File: src/rtl/layer_argmax_stream.sv
// layer_argmax_stream: streaming argmax over M-word signed vectors.
// Ports:
//   clk, reset (async, active-high)
//   s_valid/s_ready/data_in  : input word stream
//   m_valid/m_ready          : result handshake
//   idx_out/max_out          : index and value of the maximum
module layer_argmax_stream #(
    parameter int M    = 16,
    parameter int T    = 16,
    parameter int logM = $clog2(M)
) (
    input  logic            clk,
    input  logic            reset,
    input  logic            s_valid,
    output logic            s_ready,
    input  logic [T-1:0]    data_in,
    output logic            m_valid,
    input  logic            m_ready,
    output logic [logM-1:0] idx_out,
    output logic [T-1:0]    max_out
);

    localparam logic [logM-1:0] LAST = logM'(M - 1);

    logic [logM-1:0]    count;
    logic [logM-1:0]    cur_idx;
    logic [logM-1:0]    nxt_idx;
    logic signed [T-1:0] cur_max;
    logic signed [T-1:0] nxt_max;
    logic               accept;
    logic               last;
    logic               first;
    logic               bigger;

    assign last  = (count == LAST);
    assign first = (count == '0);

    // Only the closing word must wait: it would overwrite a held result.
    assign s_ready = !reset && !(m_valid && !m_ready && last);
    assign accept  = s_valid && s_ready;

    // Strict compare so ties keep the lower index.
    assign bigger = !first && ($signed(data_in) > cur_max);

    // Running max including the current word; word 0 seeds it.
    always_comb begin
        nxt_max = cur_max;
        nxt_idx = cur_idx;
        unique case (1'b1)
            first: begin
                nxt_max = $signed(data_in);
                nxt_idx = '0;
            end
            bigger: begin
                nxt_max = $signed(data_in);
                nxt_idx = count;
            end
            default: ;
        endcase
    end

    always_ff @(posedge clk or posedge reset) begin
        if (reset) begin
            count   <= '0;
            cur_max <= '0;
            cur_idx <= '0;
            idx_out <= '0;
            max_out <= '0;
            m_valid <= 1'b0;
        end else begin
            if (accept) begin
                cur_max <= nxt_max;
                cur_idx <= nxt_idx;
                count   <= last ? '0 : count + 1'b1;
            end
            // A completion may coincide with a transfer: reload, no bubble.
            if (accept && last) begin
                max_out <= nxt_max;
                idx_out <= nxt_idx;
                m_valid <= 1'b1;
            end else if (m_ready) begin
                m_valid <= 1'b0;
            end
        end
    end

endmodule
File: config.mk
export PLATFORM = sky130hd
export DESIGN_NAME = layer_argmax_stream
export DESIGN_NICKNAME = d
export VERILOG_FILES = /design/src/rtl/layer_argmax_stream.sv
export SDC_FILE = /design/constraint.sdc
export NUM_CORES = 1
export LEC_CHECK = 0
export ABC_AREA = 0
export BUFFER_PORTS_ARGS = -buffer_cell sky130_fd_sc_hd__buf_2
export CORE_MARGIN = 2
export CORE_UTILIZATION = 50
export DETAILED_ROUTE_END_ITERATION = 12
export PLACE_DENSITY = 0.68
export SYNTH_ARGS = -nofsm -noshare
export SYNTH_HDL_FRONTEND = slang
export SYNTH_SLANG_ARGS = --single-unit
File: constraint.sdc
create_clock -name clk -period 3.4 [get_ports clk]
set_input_delay 0.51 -clock clk [delete_from_list [all_inputs] [get_ports clk]]
set_output_delay 0.51 -clock clk [all_outputs]
set_load 0.005 [all_outputs]
==> results.md, run 1 <==
- Synthesized-area fraction occupied by adder cells: 8.889%
- WL/cell: 15.22 um
- Final WS setup: 0.7355 ns
- Drt drc: 0
- Non-Filler Instances: 359
- H-tree depth: 2
- Worst skew pair latency: 0.30 ns
- Final critical delay including setup and external delays: 2.664 ns
- Post-layout util: 59.92%
- Final GP Congestion: 0.8601
- Starting Density: 52.60%
- Share of layout cells above drive strength 1: 27.40%
- Yosys top cell area share: 44.44%
- CP Max Fanout: 21
- Number of global-route vias before repair: 1,846
- Required time of the critical path: 3.59 ns
- Hold crit path type: primary input to async pin
- CTS Buffer Depth: 2
- DR vias/cell: 5.616
- Status: finished clean
- Core ar.: 0.004817 sq mm
- Leading cell type in the layout, fill and taps excluded: dfrtp_1
- WP data arrival: 2.85 ns
- PwrDens: 815.4 mW/mm^2
- Congestion Overflow GR: 0
- Slew Limit Headroom: 50.91%
- Mux share of post-synthesis cell area: 7.556%
- Net Count, Synth: 288
- Clock Skews: 0.005508 ns
- Mapped Cells: 250
- Pins over their slew limit: 0
- Detailed Routing Iterations Pass 1: 4
- Placed Cells: 351
- Die height: 75.19 um
- Post-synthesis simple-gate area fraction: 12.99%
- Post-synthesis instance area: 0.002534 sq mm
- Tot Pwr: 2.354 mW
- RSZ-0062 raised after global routing: no
- Seq cells post-synth: 45
- DP Wirelength: 3.718 mm
- Syn-to-layout area delta: 13.93%
- Reg area: 0.001126 sq mm
- Top FF cell, synth: dfrtp_1
- DRT iter0 DRCs: 81
- Io pins: 42
- Row Count: 25
- Setup WS pre-CTS: 0.5881 ns
- Clock transition at path regs: 0.08 ns
- Largest family of logic cells by synthesized area: compound AO/OA/AOI/OAI gates
- Most frequent cells in the layout: 45 x dfrtp_1, 41 x buf_2, 23 x a21oi_1, 22 x nor2_1, 19 x o211ai_1
- NumNets Final: 329
- Slew @ Worst Pin: 0.7346 ns
- CTS tree: yes
- EDFF count, synth: 0
- Sequential area share after synthesis: 44.44%
- # fillers: 454
- DRT Wirelength: 5.465 mm
- Nature of the critical path endpoint: flip-flop
- Clk root buf: clkbuf_8
- Tcrit/Tclk final: 78.37%
- Gr usage total: 21.15%
- Compound-Gate Fraction of Synth Area: 19.85%
- Clock sinks: 45
- Syn. warnings: 0
- Area of the multi-input gates: 0.001257 sq mm
- Die width: 75.19 um
- # setup viols final: 0
- Fin Setup TNS: 0 ns
- Leak: 1.367 nW
- Hold_buf cts: 0
- Max Cap Viol: 0
- Largest net degree at the start of global routing: 46
- Initial antenna violation count: 0
- TritonCTS Buffers: 5
- Maximum clock rate: 0.3753 GHz
- Average size of a mapped cell: 10.13 sq um
- Die ar.: 0.005653 sq mm
- Critical Setup Path Class: flip-flop to flip-flop
- Port Buf Inserts: 41
- Diodes inserted: 0
- Final ANT Viol Nets: 0
- Post-CTS sizing: 0
- Async SR Flop Fraction: 100.0%
- First-pass GRT wire length: 8.963 mm
- XOR/XNOR Fraction of Synth Area: 0.3457%
- Cell taking the most area after synthesis: dfrtp_1
- Routed vias: 2,016
- Post-DP Area: 0.002804 sq mm
- VDD IR max: 0.0003979 V
- Library cells used by synthesis: 39
- Postcts setup bufs: 0
- Fin. Hold Viols: 0
- Design area: 0.002887 sq mm
- Area contributors post-synth: dfrtp_1 44%, ha_1 8.9%, mux2_2 5.8%, o211ai_1 5.6%, a21oi_1 4.5%
- Startpoint Class: flip-flop
- Hold slack: 0.3706 ns
## worst max-delay path, stage by stage, from the launching register on
cell and delay, ns:
dfrtp_1 0.43, inv_1 0.09, ha_1 0.19, or3b_2 0.51
o31ai_1 0.14, or4_1 0.49, nand3_4 0.31, mux2_2 0.39
## layout make-up
cell class / instances / area share [%]
clock inverter: 2 / 0.3468
tap: 67 / 2.904
timing repair buffer: 49 / 9.189
clock buffer: 6 / 2.514
inverter: 19 / 2.471
sequential: 45 / 39.01
multi-input combinational: 171 / 43.56
## registers in the layout (all words and copies together) (netlist names)
register  flops
max_out      16
cur_idx       4
cur_max      16
count         4
m_valid       1
idx_out       4
## metal layers
layer	track usage (%)	vias to the layer above	part of all wire (%)
met4	6.628	0	1.3
met2	33.43	46	48
met3	4.016	7	4.3
met5	0	-	0
li1	-	993	-
met1	29.62	970	47
## cell families (layout without fill, tap and decap cells)
logic type      Yosys count  count (layout)
fa+ha+maj                18              18
flops                    45              45
mux                      16              16
xor+xnor                  1               1
compound gates           76              76
buf+inv                  34              76
simple gates             60              60
## synthesized netlist by cell type, types with 2 or more instances
cell type	n
dfrtp_1	45
a21oi_1	23
nor2_1	22
inv_1	19
o211ai_1	19
ha_1	18
a31oi_1	17
mux2_2	13
nand2_1	13
clkbuf_1	9
nand3_1	9
o21ai_0	4
a21o_1	3
buf_2	3
mux2_4	3
a32o_1	2
buf_6	2
nor2b_1	2
nor3_1	2
o2bb2ai_1	2
or4_1	2
## power by group
group          leakage (nW)  internal [mW]  total, mW  switching (mW)
logic                 0.779          0.500       1.08           0.581
registers             0.543          0.788      0.952           0.164
clock network        0.0450          0.143      0.321           0.179
## final timing paths
kind | from | end | slack [ns] | cells after the start
setup / recovery | count[0] | cur_max[14] | 0.74 | 7
hold / removal | reset | idx_out[3] | 0.37 | 3
setup reg to reg | count[0] | cur_max[14] | 0.74 | 7
hold reg to reg | cur_idx[2] | cur_idx[2] | 0.50 | 1
max in group asynchronous | reset | cur_max[12] | 2.65 | 3
min in group clk | data_in[5] | cur_max[5] | 0.47 | 2
(Power assumes the default switching activity.)
==> run 2, diff against run 1 <==
Settings changed: PLACE_DENSITY 0.68 to 0.71.
Clock period 3.4 ns to 2.45 ns, I/O delays scaled along.
==> run 2 against run 1 <==
Count of clock-buffer cells in the layout grew 2; clock power grew 39%; sequential share of layout area shrank 4.2 points; clock skew is essentially flat; setup slack lost 0.68 ns; utilization grew 7.3 points; critical endpoint is now cur_max[0].
==> results.md, run 2 (same netlist as run 1, synthesis figures left out) <==
- Critical Setup Path Class: flip-flop to flip-flop
- CP Max Fanout: 8 (-62%)
- R2R Path End: cur_max[0]
- Share of layout cells above drive strength 1: 35.71% (+8.3 points)
- Worst skew pair latency: 0.30 ns (about the same)
- Clk root buf: clkbuf_8
- Die ar.: 0.005653 sq mm (unchanged)
- Final GP Congestion: 0.8622 (+0.24%)
- VDD IR max: 0.0006005 V (+51%)
- Congestion Overflow GR: 0 (unchanged)
- Status: finished clean
- NumNets Final: 359 (+9.1%)
- Die width: 75.19 um (unchanged)
- Hold_buf cts: 0 (unchanged)
- H-tree depth: 2 (unchanged)
- Leading cell type in the layout, fill and taps excluded: dfrtp_1
- Core ar.: 0.004817 sq mm (unchanged)
- Fin. Hold Viols: 0 (unchanged)
- RSZ-0062 raised after global routing: yes
- Diodes inserted: 0 (unchanged)
- Most frequent cells in the layout: 45 x dfrtp_1, 41 x buf_2, 36 x buf_4, 23 x a21oi_1, 22 x nor2_1
- CTS Buffer Depth: 2 (unchanged)
- Final critical delay including setup and external delays: 2.396 ns (-0.2685 ns)
- Initial antenna violation count: 0 (unchanged)
- PwrDens: 1136 mW/mm^2 (+39%)
- Clock Skews: 0.005806 ns (+0.0002982 ns)
- Final ANT Viol Nets: 0 (unchanged)
- Largest regs: cur_max (16), max_out (16)
- CTS tree: yes
- Port Buf Inserts: 41 (unchanged)
- Drt drc: 0 (unchanged)
- DP Wirelength: 4.228 mm (+14%)
- Area of the multi-input gates: 0.001358 sq mm (+8.0%)
- Clock transition at path regs: 0.08 ns (about the same)
- Syn-to-layout area delta: 27.80%
- Hold crit path type: primary input to async pin
- Critical path startpoint: cur_max[1]
- Tot Pwr: 3.678 mW (+56%)
- R2R cell count: 9 (+2)
- Slew Limit Headroom: 62.52% (+12 points)
- First-pass GRT wire length: 10.07 mm (+12%)
- # fillers: 409 (-9.9%)
- DR vias/cell: 5.645 (+0.53%)
- Startpoint Class: flip-flop
- Starting Density: 52.60% (unchanged)
- Required time of the critical path: 2.63 ns (-0.96 ns)
- Largest net degree at the start of global routing: 46 (unchanged)
- Number of global-route vias before repair: 2,127 (+15%)
- Detailed Routing Iterations Pass 1: 4 (unchanged)
- Die height: 75.19 um (unchanged)
- TritonCTS Buffers: 5 (unchanged)
- Max Cap Viol: 0 (unchanged)
- Leak: 1.546 nW (+13%)
- # setup viols final: 0 (unchanged)
- Reg area: 0.001126 sq mm (unchanged)
- Slew @ Worst Pin: 0.5622 ns (-0.1724 ns)
- Routed vias: 2,196 (+8.9%)
- CP Capture Point: cur_max[0]
- Clock sinks: 45 (unchanged)
- DRT iter0 DRCs: 115 (+42%)
- Pins over their slew limit: 0 (unchanged)
- Row Count: 25 (unchanged)
- WP data arrival: 2.58 ns (-0.27 ns)
- Tcrit/Tclk final: 97.79% (+19 points)
- Post-layout util: 67.22% (+7.3 points)
- DRT Wirelength: 6.197 mm (+13%)
- R2R Path Start: cur_max[1]
- Nature of the critical path endpoint: flip-flop
- Io pins: 42 (unchanged)
- FF-to-FF setup slack: 0.05 ns (-0.68 ns)
- Gr usage total: 23.31% (+2.2 points)
- WL/cell: 15.93 um (+4.6%)
- Maximum clock rate: 0.4174 GHz (+11%)
[run 2: cell types whose count changed in the layout (fill, tap and decap cells not counted), moves of 2 or more]
| cell | change |
|---|---|
| inv_1 | -2 |
| buf_4 | +28 |
| clkinv_2 | -2 |
| buf_12 | +2 |
| mux2_2 | -7 |
| clkbuf_1 | +2 |
| mux2_4 | +7 |
| ha_4 | +4 |
| ha_1 | -4 |
[run 2: what timing repair did]
item                       in CTS  in global routing
gates resized for setup         2                 15
setup endpoints to repair      21                 22
buffers inserted                3                  3
pin swaps                       1                  6
[run 2: per-layer routing]
layer | vias up | wire length (um) | track usage, %
li1 | 1057 | - | -
met1 | 1073 | 2888 | 32.01
met2 | 57 | 2971 | 38.99
met3 | 9 | 263 | 3.882
met4 | 0 | 74 | 5.068
met5 | - | 0 | 0
[run 2: where the power goes]
group	internal, mW	leakage, nW	switching [mW]
Combinational	0.972	0.963	0.948
Clock	0.203	0.0395	0.243
Sequential	1.09	0.543	0.218
[run 2: cell type report]
class	count	area share, %
Multi-Input combinational cell	171	41.92
Sequential cell	45	34.78
Timing Repair Buffer	79	15.92
Tap cell	67	2.589
Clock buffer	8	2.473
Inverter	19	2.318
[run 2: worst min-delay path by stage]
stage	slack, ns	end	from	cells past startpoint
6_report	0.25	max_out[7]	reset	3
5_1_grt	0.32	cur_max[7]	reset	3
4_1_cts	0.27	idx_out[1]	reset	3
3_5_place_dp	0.47	cur_idx[0]	cur_idx[0]	1
3_3_place_gp	0.47	cur_idx[0]	cur_idx[0]	1
2_1_floorplan	0.38	count[0]	reset	1
[run 2: stage by stage]
step           setup TNS, ns  worst slack, ns  hold WS [ns]  area, sq um  std cells
2_1_floorplan              0          0.03909        0.3824         2537        250
3_3_place_gp          -2.202          -0.1461        0.4723         2988        375
3_5_place_dp          -3.218          -0.2020        0.4709         2988        375
4_1_cts                    0          0.01448        0.2746         3132        386
5_1_grt             -0.09192         -0.02426        0.3161         3238        389
6_report                   0          0.05403        0.2526         3238        389
[run 2: worst max-delay path, cell delays in order, from the launching register on]
cell	delay, ns
dfrtp_1	0.39
inv_2	0.07
ha_4	0.19
nor2b_1	0.12
o211ai_1	0.27
a21boi_4	0.11
or4_4	0.51
nand3_4	0.14
buf_12	0.14
mux2_2	0.33
